`src/rtl/seq_add_pkg.sv`:
```
// Shared types and helpers for the chunked sequential adder.
// State encoding and index-width helper used by the controller.
package seq_add_pkg;

    typedef enum logic [1:0] {
        IDLE = 2'd0,
        RUN  = 2'd1,
        DONE = 2'd2
    } state_t;

    function automatic int idx_w(input int n);
        return (n <= 2) ? 1 : $clog2(n);
    endfunction

endpackage

```
`src/rtl/seq_add_ctrl_if.sv`:
```
// Operand/result handshake bundle for seq_add_ctrl.
// master = source/consumer side, slave = the adder controller.
interface seq_add_ctrl_if #(
    parameter int WIDTH = 32
);
    logic             in_valid;
    logic             in_ready;
    logic [WIDTH-1:0] a;
    logic [WIDTH-1:0] b;
    logic             cin;
    logic             out_valid;
    logic             out_ready;
    logic [WIDTH-1:0] sum;
    logic             carry;
    logic             busy;

    modport master (
        output in_valid, a, b, cin, out_ready,
        input  in_ready, out_valid, sum, carry, busy
    );

    modport slave (
        input  in_valid, a, b, cin, out_ready,
        output in_ready, out_valid, sum, carry, busy
    );
endinterface

```
`src/rtl/seq_add_ctrl_slice.sv`:
```
// Combinational CHUNK-bit ripple-carry slice made of 1-bit full adders.
// Shared by every pass of the sequential adder.
module add_slice #(
    parameter int CHUNK = 8
) (
    input  logic [CHUNK-1:0] x,
    input  logic [CHUNK-1:0] y,
    input  logic             ci,
    output logic [CHUNK-1:0] s,
    output logic             co
);
    logic [CHUNK:0] w_c;

    assign w_c[0] = ci;

    for (genvar i = 0; i < CHUNK; i++) begin : g_fa
        assign s[i]     = x[i] ^ y[i] ^ w_c[i];
        assign w_c[i+1] = (x[i] & y[i]) | (w_c[i] & (x[i] ^ y[i]));
    end

    assign co = w_c[CHUNK];
endmodule

```
`src/rtl/seq_add_ctrl.sv`:
```
// Sequential WIDTH-bit adder: one CHUNK-bit slice per clock, LSB first,
// with valid/ready handshakes on the operand and result sides.
module seq_add_ctrl
    import seq_add_pkg::*;
#(
    parameter int WIDTH = 32,
    parameter int CHUNK = 8
) (
    input  logic          clk,
    input  logic          rst,
    seq_add_ctrl_if.slave bus
);
    localparam int NCHUNK = WIDTH / CHUNK;
    localparam int IW     = idx_w(NCHUNK);

    if ((WIDTH % CHUNK) != 0) begin : g_bad_chunk
        $error("seq_add_ctrl: WIDTH must be a multiple of CHUNK");
    end

    state_t           r_state;
    state_t           w_next;
    logic [WIDTH-1:0] r_opa;
    logic [WIDTH-1:0] r_opb;
    logic [WIDTH-1:0] r_sum;
    logic             r_cy;
    logic             r_carry;
    logic [IW-1:0]    r_idx;

    logic [CHUNK-1:0] w_x;
    logic [CHUNK-1:0] w_y;
    logic [CHUNK-1:0] w_s;
    logic             w_co;
    logic             w_last;
    logic             w_in_ready;
    logic             w_out_valid;
    logic             w_busy;

    assign w_last = (r_idx == IW'(NCHUNK - 1));
    assign w_x    = r_opa[int'(r_idx)*CHUNK +: CHUNK];
    assign w_y    = r_opb[int'(r_idx)*CHUNK +: CHUNK];

    add_slice #(.CHUNK(CHUNK)) u_slice (
        .x  (w_x),
        .y  (w_y),
        .ci (r_cy),
        .s  (w_s),
        .co (w_co)
    );

    always_ff @(posedge clk) begin
        if (rst) r_state <= IDLE;
        else     r_state <= w_next;
    end

    always_comb begin
        w_next = r_state;
        unique case (r_state)
            IDLE:    if (bus.in_valid)  w_next = RUN;
            RUN:     if (w_last)        w_next = DONE;
            DONE:    if (bus.out_ready) w_next = IDLE;
            default: w_next = IDLE;
        endcase
    end

    always_comb begin
        w_in_ready  = 1'b0;
        w_out_valid = 1'b0;
        w_busy      = 1'b0;
        unique case (r_state)
            IDLE: w_in_ready = 1'b1;
            RUN:  w_busy     = 1'b1;
            DONE: begin
                w_out_valid = 1'b1;
                w_busy      = 1'b1;
            end
            default: ;
        endcase
    end

    // Operands are captured once; the slice mux walks them by r_idx.
    always_ff @(posedge clk) begin
        if (rst) begin
            r_opa   <= '0;
            r_opb   <= '0;
            r_sum   <= '0;
            r_cy    <= 1'b0;
            r_carry <= 1'b0;
            r_idx   <= '0;
        end else if (r_state == IDLE) begin
            if (bus.in_valid) begin
                r_opa <= bus.a;
                r_opb <= bus.b;
                r_cy  <= bus.cin;
                r_idx <= '0;
            end
        end else if (r_state == RUN) begin
            r_sum[int'(r_idx)*CHUNK +: CHUNK] <= w_s;
            r_cy <= w_co;
            if (w_last) begin
                r_carry <= w_co;
                r_idx   <= '0;
            end else begin
                r_idx <= r_idx + 1'b1;
            end
        end
    end

    assign bus.in_ready  = w_in_ready;
    assign bus.out_valid = w_out_valid;
    assign bus.busy      = w_busy;
    assign bus.sum       = r_sum;
    assign bus.carry     = r_carry;
endmodule

```
`src/flat_wrapper.sv`:
```
// flat-port wrapper written by rule: the top's interface ports become plain ports
module seq_add_ctrl_flat import seq_add_pkg::*;
#(
    parameter int WIDTH = 32,
    parameter int CHUNK = 8
)
  (clk, rst, bus_in_valid, bus_a, bus_b, bus_cin, bus_out_ready, bus_in_ready, bus_out_valid, bus_sum, bus_carry, bus_busy);
  seq_add_ctrl_if #(.WIDTH(WIDTH)) bus_i ();
  input  logic clk;
  input  logic rst;
  input wire logic [$bits(bus_i.in_valid)-1:0] bus_in_valid;
  input wire logic [$bits(bus_i.a)-1:0] bus_a;
  input wire logic [$bits(bus_i.b)-1:0] bus_b;
  input wire logic [$bits(bus_i.cin)-1:0] bus_cin;
  input wire logic [$bits(bus_i.out_ready)-1:0] bus_out_ready;
  output wire logic [$bits(bus_i.in_ready)-1:0] bus_in_ready;
  output wire logic [$bits(bus_i.out_valid)-1:0] bus_out_valid;
  output wire logic [$bits(bus_i.sum)-1:0] bus_sum;
  output wire logic [$bits(bus_i.carry)-1:0] bus_carry;
  output wire logic [$bits(bus_i.busy)-1:0] bus_busy;
  assign bus_i.in_valid = bus_in_valid;
  assign bus_i.a = bus_a;
  assign bus_i.b = bus_b;
  assign bus_i.cin = bus_cin;
  assign bus_i.out_ready = bus_out_ready;
  assign bus_in_ready = bus_i.in_ready;
  assign bus_out_valid = bus_i.out_valid;
  assign bus_sum = bus_i.sum;
  assign bus_carry = bus_i.carry;
  assign bus_busy = bus_i.busy;
  seq_add_ctrl #(.WIDTH(WIDTH), .CHUNK(CHUNK)) u_core (.clk(clk), .rst(rst), .bus(bus_i));
endmodule
```
`config.mk`:
```
export PLATFORM = sky130hd
export DESIGN_NAME = seq_add_ctrl_flat
export DESIGN_NICKNAME = d
export VERILOG_FILES = /design/src/rtl/seq_add_pkg.sv /design/src/rtl/seq_add_ctrl_if.sv /design/src/rtl/seq_add_ctrl_slice.sv /design/src/rtl/seq_add_ctrl.sv /design/src/flat_wrapper.sv
export SDC_FILE = /design/constraint.sdc
export NUM_CORES = 1
export LEC_CHECK = 0
export ABC_AREA = 0
export CAP_MARGIN = 20
export CORE_AREA = 2 2 102 104
export CTS_CLUSTER_DIAMETER = 200
export DETAILED_ROUTE_END_ITERATION = 10
export DIE_AREA = 0 0 104 106
export GPL_TIMING_DRIVEN = 0
export MAX_ROUTING_LAYER = met4
export PLACE_DENSITY = 0.75
export SLEW_MARGIN = 20
export SYNTH_ARGS = -nofsm -noshare
export SYNTH_HDL_FRONTEND = slang
export SYNTH_SLANG_ARGS = --single-unit
export TNS_END_PERCENT = 30
```
`constraint.sdc`:
```
create_clock -name clk -period 4.2 [get_ports clk]
set_input_delay 0.84 -clock clk [delete_from_list [all_inputs] [get_ports clk]]
set_output_delay 0.84 -clock clk [all_outputs]
set_load 0.02 [all_outputs]
```
# Yosys cells after proc, flatten, opt, wreduce, memory -nomap -nowiden
# Cells that the tools add are included.
# totals
reg_bits	102
latchBits	0
ram_bits	0
rom_bits	0
in_bits	69
out_inout_bits	36
elab_cells	83
mem_count	0
# op_classes
addsub	2
multipliers	0
div	0
order_cmp	0
n_eq_ne	6
shifts	4
mux	15
bitwise	41
n_reduce_logical	8
# op_table
op	count
$shiftx A32 B6 Y8	2
$neg A5 Y33	1
$shift A8 B33 Y32 const A	1
$shiftx A8 B33 Y32	1
$bwmux W32	1
$and A1 B1 Y1	16
$xor A1 B1 Y1	16
$mux W2	7
$or A1 B1 Y1	8
$mux W1	6
$pmux W2 S3	1
$reduce_and A2 Y1	3
$reduce_and A3 Y1	2
$eq A2 B2 Y1 const B	2
$ne A2 B2 Y1 const B	2
$add A2 B1 Y2 const B	1
$eq A2 B1 Y1 const B	1
$logic_not A2 Y1	1
$ne A2 B1 Y1 const B	1
$reduce_bool A2 Y1	1
$reduce_or A2 Y1	1
$not A1 Y1	1

# Depth between registers and ports, before layout
# depth
word_depth	20
ltp_mapped	16
mapped_depth_nobuf	13

# Cells and area by module
# Synthesis repeated with hierarchy kept, for this count alone.
# unflattened
hier_cells	476
hier_area_um2	4419.2
# modules_own_cells
mod	n_inst	cells_per_inst	area_each_um2	seq_area_each_um2
seq_add_ctrl	1	458	4221.5	2042.0
add_slice	1	18	197.7	0.0

# Worst setup path after synthesis
# Ideal clock, no wire load.
# synth_timing
path_type	flip-flop to flip-flop
startpoint	register u_core.r_idx[0]
endpoint	register u_core.r_sum[7], in the netlist u_core.bus.sum[7]
arrival_time_ps	3961
path_slack_ps	111
path_stages_with_launch	17
n_path_buf	3
path_cell_list	dfxtp_1 buf_6 buf_2 buf_2 mux4_2 inv_1 fa_1 fa_1 fa_1 fa_1 inv_1 fa_1 fa_1 fa_1 fa_1 a32oi_1 nor2_1
# synth_via
elab_chain_len	19
# synth_rtl
element	line_no	rtl
start, declared	seq_add_ctrl.sv:27	logic [IW-1:0] r_idx;
start signal, assigned	seq_add_ctrl.sv:103	r_idx <= r_idx + 1'b1;
$shiftx A32 B6 Y8, on equally long branches	seq_add_ctrl.sv:39, seq_add_ctrl.sv:40	
$xor A1 B1 Y1	seq_add_ctrl_slice.sv:17, seq_add_ctrl_slice.sv:18	
$and A1 B1 Y1	seq_add_ctrl_slice.sv:18	assign w_c[i+1] = (x[i] & y[i]) | (w_c[i] & (x[i] ^ y[i]));
$or A1 B1 Y1	seq_add_ctrl_slice.sv:18	
$and A1 B1 Y1	seq_add_ctrl_slice.sv:18	
$or A1 B1 Y1	seq_add_ctrl_slice.sv:18	
$and A1 B1 Y1	seq_add_ctrl_slice.sv:18	
$or A1 B1 Y1	seq_add_ctrl_slice.sv:18	
[3 not listed]	n/a	
$or A1 B1 Y1	seq_add_ctrl_slice.sv:18	
$and A1 B1 Y1	seq_add_ctrl_slice.sv:18	
$or A1 B1 Y1	seq_add_ctrl_slice.sv:18	
$and A1 B1 Y1	seq_add_ctrl_slice.sv:18	
$or A1 B1 Y1	seq_add_ctrl_slice.sv:18	
$xor A1 B1 Y1	seq_add_ctrl_slice.sv:17	assign s[i] = x[i] ^ y[i] ^ w_c[i];
$shiftx A8 B33 Y32	seq_add_ctrl.sv:97	r_sum[int'(r_idx)*CHUNK +: CHUNK] <= w_s;
$bwmux W32 (*)	seq_add_ctrl.sv:97	
end signal, assigned by index	seq_add_ctrl.sv:97	
end, declared	seq_add_ctrl.sv:24	logic [WIDTH-1:0] r_sum;
# Mark *: on every way between the ends. The rest lies on a longest branch, timed or not.
# A chain may end at the register's enable or synchronous reset.

# Worst setup path after layout
# layout_timing
startpoint	register u_core.r_idx[0]
endpoint	register u_core.r_sum[23], in the netlist u_core.bus.sum[23]
# Same word-level chain as after synthesis.

==> metrics.md <==
| Metric | Value |
|---|---|
| Largest area contributor in the netlist | dfxtp_1 |
| CP Data Required Time | 4450 ps |
| Dpl ws | -322 ps |
| Clk slew on worst S/H paths | 90 ps |
| Htree depth | 3 |
| Hold_ws | 454 ps |
| Synth top area share | 0.465 |
| Top_reg_cell synth | dfxtp_1 |
| IO buf count | 104 |
| Pleak | 2.10 nW |
| 1st-pass router iterations | 5 |
| Fin Setup TNS | 0 ps |
| Status | finished, final reports clean |
| Crit path max fanout | 9 |
| Post-Route WL | 11700 um |
| Utilization after layout | 0.586 |
| Clk sinks | 102 |
| Crit start category | flip-flop |
| Finished Layout Cells | 760 |
| Antenna violations before repair | 0 |
| Die ar. | 11000 um2 |
| Inst Count DP | 740 |
| First-pass GRT wire length | 18700 um |
| Layout cell share with drive strength beyond 1 | 0.0801 |
| Fillcell total | 900 |
| CTS tree | done |
| Ports | 105 |
| Post-Syn Area | 4390 um2 |
| Clock Latency Late Sink | 370 ps |
| DRT antenna net count | 0 |
| CP endpoint kind | flip-flop |
| Fin crit share | 0.953 |
| Seq cells post-synth | 102 |
| CP top delay family | adder cells |
| Initial DRC Count | 211 |
| Total track usage | 0.222 |
| Mapped Cells | 500 |
| Via density | 5.21 |
| Syn_nets | 586 |
| Synth cell types | 29 |
| Achievable Freq | 250 MHz |
| Number of global-route vias before repair | 3857 |
| Synth-to-layout area growth | 33.6% |
| WP data arrival | 4260 ps |
| Synth cell count leaders | 152 x nand2_1, 102 x dfxtp_1, 82 x a21oi_1, 21 x clkbuf_1, 18 x nor2_1 |
| GP Congestion | 0.824 |
| Die height | 106 um |
| Final hold violations | 0 |
| DP Area | 5600 um2 |
| Number of buffer and inverter stages on the critical path | 4 |
| Top cells by area, synth | dfxtp_1 47%, nand2_1 13%, a21oi_1 9.4% |
| Power per cell area | 465 nW/um2 |
| # nets final | 705 |
| Slew @ Worst Pin | 574 ps |
| Remaining global-route overflow | 0 |
| Crit path max-delay cell type | fa_2 |
| Reg area | 2050 um2 |
| Antenna diodes | 0 |
| CTS Buffer Depth | 2 |
| Setup violators final | 0 |
| Slew headroom | 0.618 |
| Post-synth ARST share | 0 |
| Initial Utilization | 0.439 |
| CTS root buf | clkbuf_8 |
| Final worst slack | 196 ps |
| Detailed Place HPWL | 8800 um |
| Design area | 5860 um2 |
| Min cycle time layout | 4000 ps |
| Largest net degree at the start of global routing | 17 |
| Footprint of the multi-input gates | 2130 um2 |
| Drt wl/cell | 15.4 um |
| Total number of vias | 3963 |
| Slew Viols, Final | 0 |
| DRC | 0 |
| CP peak stage delay | 490 ps |
| Sequential element share of the synthesized area | 0.465 |
| Yosys warns | 0 |
| Clock Skew | 6.69 ps |
| Cell Rows | 37 |
| Maxcap violations | 0 |
| Total CTS buffers | 9 |
| CP Cell Sequence | buf_6 -> buf_12 -> mux4_2 -> inv_1 -> fa_1 -> fa_2 -> fa_1 -> fa_1 -> inv_1 -> fa_1 -> fa_2 -> fa_2 -> fa_2 -> a32oi_1 -> nor2_1 |
| Core Region | 10000 um2 |
| Die width | 104 um |
| Most numerous cell in the Yosys netlist | nand2_1 |
| Post-synth EDFFs | 0 |
| Worst hold path class | flip-flop to flip-flop |
| Unrepaired setup endpoints after global routing | false |
| Syn_area_per_cell | 8.78 um2 |
| Path type of the worst setup path | flip-flop to flip-flop |
| Worst vdd ir | 0.205 mV |
| Total power | 2.73 mW |
## sequential cells by signal, summed over array words and instances, names as in the netlist
| name | count |
|---|---|
| u_core.bus.carry | 1 |
| u_core.r_cy | 1 |
| u_core.r_idx | 2 |
| u_core.bus.sum | 32 |
| u_core.r_opb | 32 |
| u_core.r_state | 2 |
| u_core.r_opa | 32 |
## repair_timing
action	4_1_cts	5_1_grt
setup endpoints to repair	11	9
buffers inserted	0	5
hold buffers	0	0
pin swaps	0	2
gates resized for setup	8	10
## cell usage in the layout (no fill, tap or decap), types with 8 or more instances in the layout
| cell type | Yosys | routed |
|---|---|---|
| nand2_1 | 152 | 152 |
| clkdlybuf4s50_1 | 0 | 104 |
| dfxtp_1 | 102 | 100 |
| a21oi_1 | 82 | 82 |
| clkbuf_1 | 21 | 23 |
| nor2_1 | 18 | 18 |
| inv_1 | 17 | 17 |
| mux4_2 | 12 | 13 |
| a32oi_1 | 9 | 9 |
| ha_1 | 9 | 9 |
| clkbuf_8 | 0 | 9 |
| buf_2 | 12 | 8 |
| nand4_1 | 8 | 8 |
| or3_1 | 8 | 8 |
| a22oi_1 | 8 | 8 |
## tightest hold or removal path: cells and delay by family (launching register included)
| family | cells | cell delay, ps |
|---|---|---|
| AO/OA/AOI/OAI | 1 | 50 |
| flip-flops | 1 | 320 |
| AND/OR/NAND/NOR | 1 | 50 |
## final timing paths
check	startpoint	to	slack (ps)	depth (start not counted)
max	u_core.r_idx[0]	u_core.bus.sum[23]	200	15
min reg2reg	u_core.bus.sum[29]	u_core.bus.sum[29]	450	2
min	u_core.bus.sum[29]	u_core.bus.sum[29]	450	2
max reg2reg	u_core.r_idx[0]	u_core.bus.sum[23]	200	15
## area by class of cell
type | instances | area share
Buffer | 36 | 0.0314
Inverter | 17 | 0.0109
Timing Repair Buffer | 109 | 0.184
Tap cell | 136 | 0.0290
Sequential cell | 102 | 0.349
Multi-Input combinational cell | 344 | 0.363
Clock inverter | 5 | 0.0102
Clock buffer | 11 | 0.0224
## layer usage
| layer | routed length, um | track usage | share of wire |
|---|---|---|---|
| met1 | 5100 | 0.265 | 0.44 |
| met2 | 5740 | 0.375 | 0.49 |
| met3 | 617 | 0.0331 | 0.053 |
| met4 | 229 | 0.100 | 0.020 |
| met5 | 0 | - | 0 |
## power breakdown
| group | switching [mW] | internal, mW |
|---|---|---|
| Clock | 0.335 | 0.277 |
| Sequential | 0.0747 | 1.10 |
| Combinational | 0.548 | 0.392 |
## cell families (layout without fill, tap and decap cells)
kind of cell | after synthesis | in the layout | synth area share
and+or+nand+nor | 208 | 208 | 0.202
DFF | 102 | 102 | 0.465
AOI/OAI and AO/OA | 101 | 101 | 0.129
buffers and inverters | 54 | 178 | 0.0513
muxes | 18 | 18 | 0.0901
adders and majority gates | 17 | 17 | 0.0621
Note: power is estimated with default switching activity, not from simulation.
